File: src/rtl/m_stage.sv
// Memory-access stage of the 5-stage MIPS pipeline: M pipeline register, req/ack
// data bus master with stall, store alignment, load extension, exceptions and forwarding.
module m_stage #(
    parameter logic [31:0] DM_END   = 32'h0000_3000,
    parameter logic [31:0] DEV_BASE = 32'h0000_7F00,
    parameter logic [31:0] DEV_END  = 32'h0000_7F20
) (
    input  logic        Clk,
    input  logic        Rst,
    input  logic        Reg_Rst,
    input  logic        We,
    input  logic [31:0] IR_in,
    input  logic [31:0] PC_in,
    input  logic [31:0] Y_in,
    input  logic [31:0] RT_in,
    input  logic [31:0] HILO_in,
    input  logic [1:0]  ACmpB_in,
    input  logic [1:0]  ACmp0_in,
    output logic        mem_req,
    output logic        mem_we,
    output logic [31:0] mem_addr,
    output logic [3:0]  mem_be,
    output logic [31:0] mem_wdata,
    input  logic        mem_ack,
    input  logic [31:0] mem_rdata,
    output logic [31:0] IR_out,
    output logic [31:0] PC_out,
    output logic [31:0] Y_out,
    output logic [31:0] HILO_out,
    output logic [1:0]  ACmpB_out,
    output logic [1:0]  ACmp0_out,
    output logic [31:0] DR_out,
    output logic [4:0]  M_RFA3_out,
    output logic [31:0] M_RFWD_out,
    output logic        M_Forward_Ready_out,
    output logic        Stall_out,
    output logic        Exc_out,
    output logic [4:0]  ExcCode_out
);

    typedef enum logic [1:0] {IDLE = 2'd0, ACCESS = 2'd1, DONE = 2'd2} state_t;

    function automatic logic isLoadOp(input logic [5:0] op);
        return (op == 6'b100011) || (op == 6'b100001) || (op == 6'b100101) ||
               (op == 6'b100000) || (op == 6'b100100);
    endfunction

    function automatic logic isStoreOp(input logic [5:0] op);
        return (op == 6'b101011) || (op == 6'b101001) || (op == 6'b101000);
    endfunction

    // Access size is encoded in opcode[1:0]: 11 word, 01 half, 00 byte.
    function automatic logic accessFault(input logic [1:0] size, input logic [31:0] addr);
        logic word, half, misaligned, inDm, inDev;
        word       = (size == 2'b11);
        half       = (size == 2'b01);
        misaligned = (word && (addr[1:0] != 2'b00)) || (half && addr[0]);
        inDm       = (addr < DM_END);
        inDev      = (addr >= DEV_BASE) && (addr < DEV_END);
        return misaligned || (!inDm && !inDev) || (inDev && !word);
    endfunction

    state_t      r_state, w_nextState;
    logic [31:0] r_ir, r_pc, r_y, r_rt, r_hilo, r_rdata;
    logic [1:0]  r_acmpB, r_acmp0;

    logic        w_stall, w_load, w_inMem, w_inFault;
    logic [5:0]  w_op, w_funct;
    logic [4:0]  w_rs, w_rt, w_rd;
    logic        w_isLoad, w_isStore, w_calR, w_calI, w_jLink, w_mf, w_mfc0, w_exc;
    logic [7:0]  w_byte;
    logic [15:0] w_half;

    assign w_stall   = (r_state == ACCESS);
    assign w_load    = We & ~w_stall;
    assign w_inMem   = isLoadOp(IR_in[31:26]) | isStoreOp(IR_in[31:26]);
    assign w_inFault = accessFault(IR_in[27:26], Y_in);

    assign w_op      = r_ir[31:26];
    assign w_rs      = r_ir[25:21];
    assign w_rt      = r_ir[20:16];
    assign w_rd      = r_ir[15:11];
    assign w_funct   = r_ir[5:0];
    assign w_isLoad  = isLoadOp(w_op);
    assign w_isStore = isStoreOp(w_op);
    assign w_calR    = (w_op == 6'b000000) &&
                       ((w_funct[5:3] == 3'b100) || (w_funct == 6'b101010) || (w_funct == 6'b101011) ||
                        ((w_funct[5:3] == 3'b000) && (w_funct != 6'b000001) && (w_funct != 6'b000101)));
    assign w_calI    = (w_op[5:3] == 3'b001);
    assign w_jLink   = (w_op == 6'b000011) || ((w_op == 6'b000000) && (w_funct == 6'b001001));
    assign w_mf      = (w_op == 6'b000000) && ((w_funct == 6'b010000) || (w_funct == 6'b010010));
    assign w_mfc0    = (w_op == 6'b010000) && (w_rs == 5'd0);
    assign w_exc     = (w_isLoad | w_isStore) && accessFault(w_op[1:0], r_y);

    always_ff @(posedge Clk or posedge Rst) begin
        if (Rst) begin
            r_ir <= '0; r_pc <= '0; r_y <= '0; r_rt <= '0; r_hilo <= '0;
            r_acmpB <= '0; r_acmp0 <= '0;
        end else if (Reg_Rst) begin
            r_ir <= '0; r_pc <= '0; r_y <= '0; r_rt <= '0; r_hilo <= '0;
            r_acmpB <= '0; r_acmp0 <= '0;
        end else if (w_load) begin
            r_ir <= IR_in; r_pc <= PC_in; r_y <= Y_in; r_rt <= RT_in; r_hilo <= HILO_in;
            r_acmpB <= ACmpB_in; r_acmp0 <= ACmp0_in;
        end
    end

    // Read data is only captured while the request is live, so a late ack after a flush is dropped.
    always_ff @(posedge Clk or posedge Rst) begin
        if (Rst)
            r_rdata <= '0;
        else if (Reg_Rst || w_load)
            r_rdata <= '0;
        else if ((r_state == ACCESS) && mem_ack)
            r_rdata <= mem_rdata;
    end

    always_ff @(posedge Clk or posedge Rst) begin
        if (Rst)
            r_state <= IDLE;
        else
            r_state <= w_nextState;
    end

    always_comb begin
        w_nextState = r_state;
        if (Reg_Rst)
            w_nextState = IDLE;
        else if (w_load)
            w_nextState = (w_inMem && !w_inFault) ? ACCESS : IDLE;
        else if ((r_state == ACCESS) && mem_ack)
            w_nextState = DONE;
    end

    always_comb begin
        mem_req   = 1'b0;
        mem_we    = 1'b0;
        mem_addr  = '0;
        mem_be    = '0;
        mem_wdata = '0;
        if (r_state == ACCESS) begin
            mem_req  = 1'b1;
            mem_we   = w_isStore;
            mem_addr = {r_y[31:2], 2'b00};
            case (w_op)
                6'b101011: begin mem_be = 4'b1111; mem_wdata = r_rt; end
                6'b101001: begin mem_be = r_y[1] ? 4'b1100 : 4'b0011; mem_wdata = {2{r_rt[15:0]}}; end
                6'b101000: begin mem_be = 4'b0001 << r_y[1:0]; mem_wdata = {4{r_rt[7:0]}}; end
                default:   begin mem_be = 4'b0000; mem_wdata = '0; end
            endcase
        end
    end

    assign w_byte = r_rdata[8*r_y[1:0] +: 8];
    assign w_half = r_y[1] ? r_rdata[31:16] : r_rdata[15:0];

    always_comb begin
        DR_out = '0;
        case (w_op)
            6'b100011: DR_out = r_rdata;
            6'b100001: DR_out = {{16{w_half[15]}}, w_half};
            6'b100101: DR_out = {16'h0000, w_half};
            6'b100000: DR_out = {{24{w_byte[7]}}, w_byte};
            6'b100100: DR_out = {24'h000000, w_byte};
            default:   DR_out = '0;
        endcase
    end

    always_comb begin
        M_RFA3_out = 5'd0;
        if (w_calR || w_mf || (w_jLink && (w_op == 6'b000000)))
            M_RFA3_out = w_rd;
        else if (w_op == 6'b000011)
            M_RFA3_out = 5'd31;
        else if (w_calI || w_isLoad || w_mfc0)
            M_RFA3_out = w_rt;
    end

    assign M_RFWD_out          = w_jLink ? (r_pc + 32'd8) : r_y;
    assign M_Forward_Ready_out = w_calR | w_calI | w_jLink | w_mf;

    assign Stall_out   = w_stall;
    assign Exc_out     = w_exc;
    assign ExcCode_out = !w_exc ? 5'd0 : (w_isStore ? 5'd5 : 5'd4);

    assign IR_out    = r_ir;
    assign PC_out    = r_pc;
    assign Y_out     = r_y;
    assign HILO_out  = r_hilo;
    assign ACmpB_out = r_acmpB;
    assign ACmp0_out = r_acmp0;

endmodule
File: config.mk
export PLATFORM = sky130hd
export DESIGN_NAME = m_stage
export DESIGN_NICKNAME = d
export VERILOG_FILES = /design/src/rtl/m_stage.sv
export SDC_FILE = /design/constraint.sdc
export NUM_CORES = 1
export LEC_CHECK = 0
export CORE_AREA = 2 2 185 187
export DETAILED_ROUTE_END_ITERATION = 10
export DIE_AREA = 0 0 187 189
export PLACE_DENSITY_LB_ADDON = 0.15
export SYNTH_ARGS = -nofsm -noshare
export SYNTH_HDL_FRONTEND = slang
export SYNTH_SLANG_ARGS = --single-unit
File: constraint.sdc
create_clock -name Clk -period 11.95 [get_ports Clk]
set_clock_uncertainty 0.05 [all_clocks]
set_input_delay 1.195 -clock Clk [delete_from_list [all_inputs] [get_ports Clk]]
set_output_delay 1.195 -clock Clk [all_outputs]
set_load 0.02 [all_outputs]
==> summary.txt <==
Drt
  – Drt pass-1 iters: 5
  – Wire length per cell: 21.9 um
  – Initial drt markers: 747
  – Total number of vias: 11,010
  – Antenna Nets Post-Route: 0
  – DRC Markers: 0
  – Total routed wirelength: roughly 46,000 um
  – Post-DR vias/cell: 5.23

STA
  – Final setup TNS: 0 ns
  – Setup violators final: 0
  – Post-layout min period: around 5.4 ns
  – Worst-margin pin slew: 1.19 ns
  – Hold Worst Slack: 0.430 ns
  – Rel. slew slack: 0.204
  – Final period util: 0.455
  – F_max: 184 MHz
  – Final slew viol count: 0
  – RSZ-0062 raised after global routing: false
  – Setup WS post-layout: between 6 and 7 ns
  – Fin. Hold Viols: 0

Worst setup path
  – Top delay family on crit path: simple AND/OR/NAND/NOR gates
  – CP Data Arrival Time: about 4.2 ns
  – Worst setup SP type: flip-flop
  – CP endpoint kind: primary output
  – WS Path Type: flip-flop to primary output
  – CP Max Fanout: 41
  – Reg-to-Reg Start: r_state[1]
  – Setup crit start: r_state[1]
  – WP buf/inv: 2
  – Crit-path max cell delay: 0.89 ns
  – R2R Setup Slk: roughly 9.0 ns
  – FF-to-FF path depth: 5
  – Crit path cell chain: nand2b_1 > inv_1 > nand2_1 > nor2_1 > a22o_1 > clkdlybuf4s50_1
  – Slowest CP cell: inv_1
  – Required time worst endpoint: 10.71 ns
  – Reg2reg end: r_state[0]

Power
  – PwrDens: 104 nW/um2
  – Leak: 6.53 nW
  – Power, Total: 1.66 mW
  – Worst-case vdd ir drop: 0.101 mV

Hold path
  – Hold path depth: 1
  – Hold EP: r_state[1]
  – Hold Crit Class: flip-flop to flip-flop
  – Hold Startpoint: r_state[1]

Die
  – # IOs: 480
  – # rows: 67
  – Core Area: 33,300 um2
  – DIE HEIGHT: 189 um
  – Die area: 35,300 um2
  – Die width: 187 um
  – Starting Density: 0.313

Cells and area
  – Fillers: 3,208
  – Fraction of layout cells with a size suffix above 1: 0.0411
  – Area delta synth->final: 53.6%
  – Register area: about 5000 um2
  – Post-Route Utilization: 0.480
  – Finished layout cell area: between 15,000 and 20,000 um2
  – Layout Cells excl Fill: 2,107
  – Nets@finish: 1,845
  – Multi-input logic area: 5000 um2

Global routing
  – Total GRT Usage: 0.256
  – GRT overflow: 0
  – Vias in the first global route: between 10,000 and 15,000
  – First-pass GRT wire length: 68,900 um
  – Initial antenna violation count: 4
  – Largest net degree at the start of global routing: around 130

Clocking
  – Setup Buffers After CTS: 0
  – Clock Latency Late Sink: 0.45 ns
  – CTS tree: done
  – # H-tree levels: 4
  – Clk sinks: approximately 200
  – Total CTS buffers: 17
  – Reg clk slew, reported paths: 0.08 ns
  – Post-cts resize count: 0
  – Clock root buffer: clkbuf_16
  – Clk buf depth: 2
  – CTS Hold Bufs: 0

Placement
  – Detailed Place HPWL: 32,900 um
  – # port buffers: 474
  – Place WS: 6.98 ns
  – Placed Area: 15,400 um2
  – Cells after DPL: 2,072
  – Final GP Congestion: around 0.87

Logic synthesis
  – Main synth FF type: dfrtp_1
  – Synthesized area per cell: ~8.4 um2
  – Top cells by count, synth: nand2_1 (354), dfrtp_1 (198), a21oi_1 (197)
  – Yosys warnings: 0
  – Synth Cell Area: 10,400 um2
  – Top-count cell post-synth: nand2_1
  – Syn Inst Count: around 1,200
  – Number of synthesized flops with an enable pin: 0
  – Synthesis-stage register bit count: between 150 and 200
  – Top cell type's share of synthesized area: 0.476
  – Async SR Flop Fraction: 1.00
  – Dominant cells by area after synthesis: dfrtp_1 (48%), nand2_1 (13%), a21oi_1 (9.5%)
  – Post-synthesis cell type count: 60
  – Sequential-to-total area share from yosys stat: 0.476
  – Synth area leader: dfrtp_1

Run status
  – Outcome: finished, final reports clean

Job
  – Max-Cap Viols: 0
## power breakdown
part | total [mW] | switching (mW) | leakage [nW] | internal [mW]
registers | 0.738 | 0.0400 | 2.66 | 0.698
clock network | 0.606 | 0.292 | 0.293 | 0.315
logic | 0.319 | 0.168 | 3.58 | 0.150
## final cells by class
type / count / area share
multi-input combinational: 931 / 0.313
clock buffer: 17 / 0.0266
inverter: 10 / 0.00282
sequential: 198 / 0.310
tap: 448 / 0.0351
clock inverter: 15 / 0.0104
antenna: 3 / 0.000470
timing repair buffer: 485 / 0.302
## cell usage in the layout (no fill, tap or decap), types with 12 or more instances in the layout
cell,count
a21o_1,21
a21oi_1,197
a221o_1,15
a22o_1,45
and2_1,46
clkbuf_16,17
clkdlybuf4s50_1,473
dfrtp_1,198
nand2_1,353
nand3_1,34
nand4_1,12
nor2_1,24
nor3_1,28
nor4_1,15
o21ai_0,17
xnor2_1,15
## routing by layer
metal,wire [um],part of all wire,up-vias,global-route usage
met5,9,0.00020,-,0
met1,18900,0.41,5363,0.317
met4,1350,0.029,2,0.0885
li1,-,-,5110,-
met2,22100,0.48,470,0.422
met3,3650,0.079,65,0.0795
## state kept, by name, summed over array words and instances (netlist names), 32 cells and up
signal	count
PC_out	32
r_rt	32
IR_out	32
HILO_out	32
r_rdata	32
Y_out	32
## worst register-to-register path, stage by stage, from the launching register on
cell and delay, ns:
dfrtp_1 0.38, nand2b_1 0.26, nand2_4 0.71, buf_4 0.94, or4_1 0.44, o2bb2ai_1 0.08
## logic make-up (layout without fill, tap and decap cells)
family / Yosys count / count (layout) / share of synthesized area
mux: 11 / 11 / 0.0125
compound gates: 341 / 341 / 0.205
fa+ha+maj: 1 / 1 / 0.00120
other cells: 1 / 8 / 0.000360
flops: 198 / 198 / 0.476
buf+inv: 120 / 527 / 0.0483
xor+xnor: 16 / 16 / 0.0135
simple gates: 557 / 557 / 0.243
## how the worst max path moves through the flow
stage | slack, ns | end | cells past startpoint
global route | 6.17 | mem_wdata[28] | 6
global placement | 7.14 | mem_wdata[28] | 6
detailed placement | 6.98 | mem_wdata[29] | 6
finish | 6.52 | mem_wdata[29] | 6
floorplan | 5.31 | ACmp0_out[0] | 1
CTS | 6.47 | mem_wdata[29] | 6
Power figures use the tool's default switching activity.
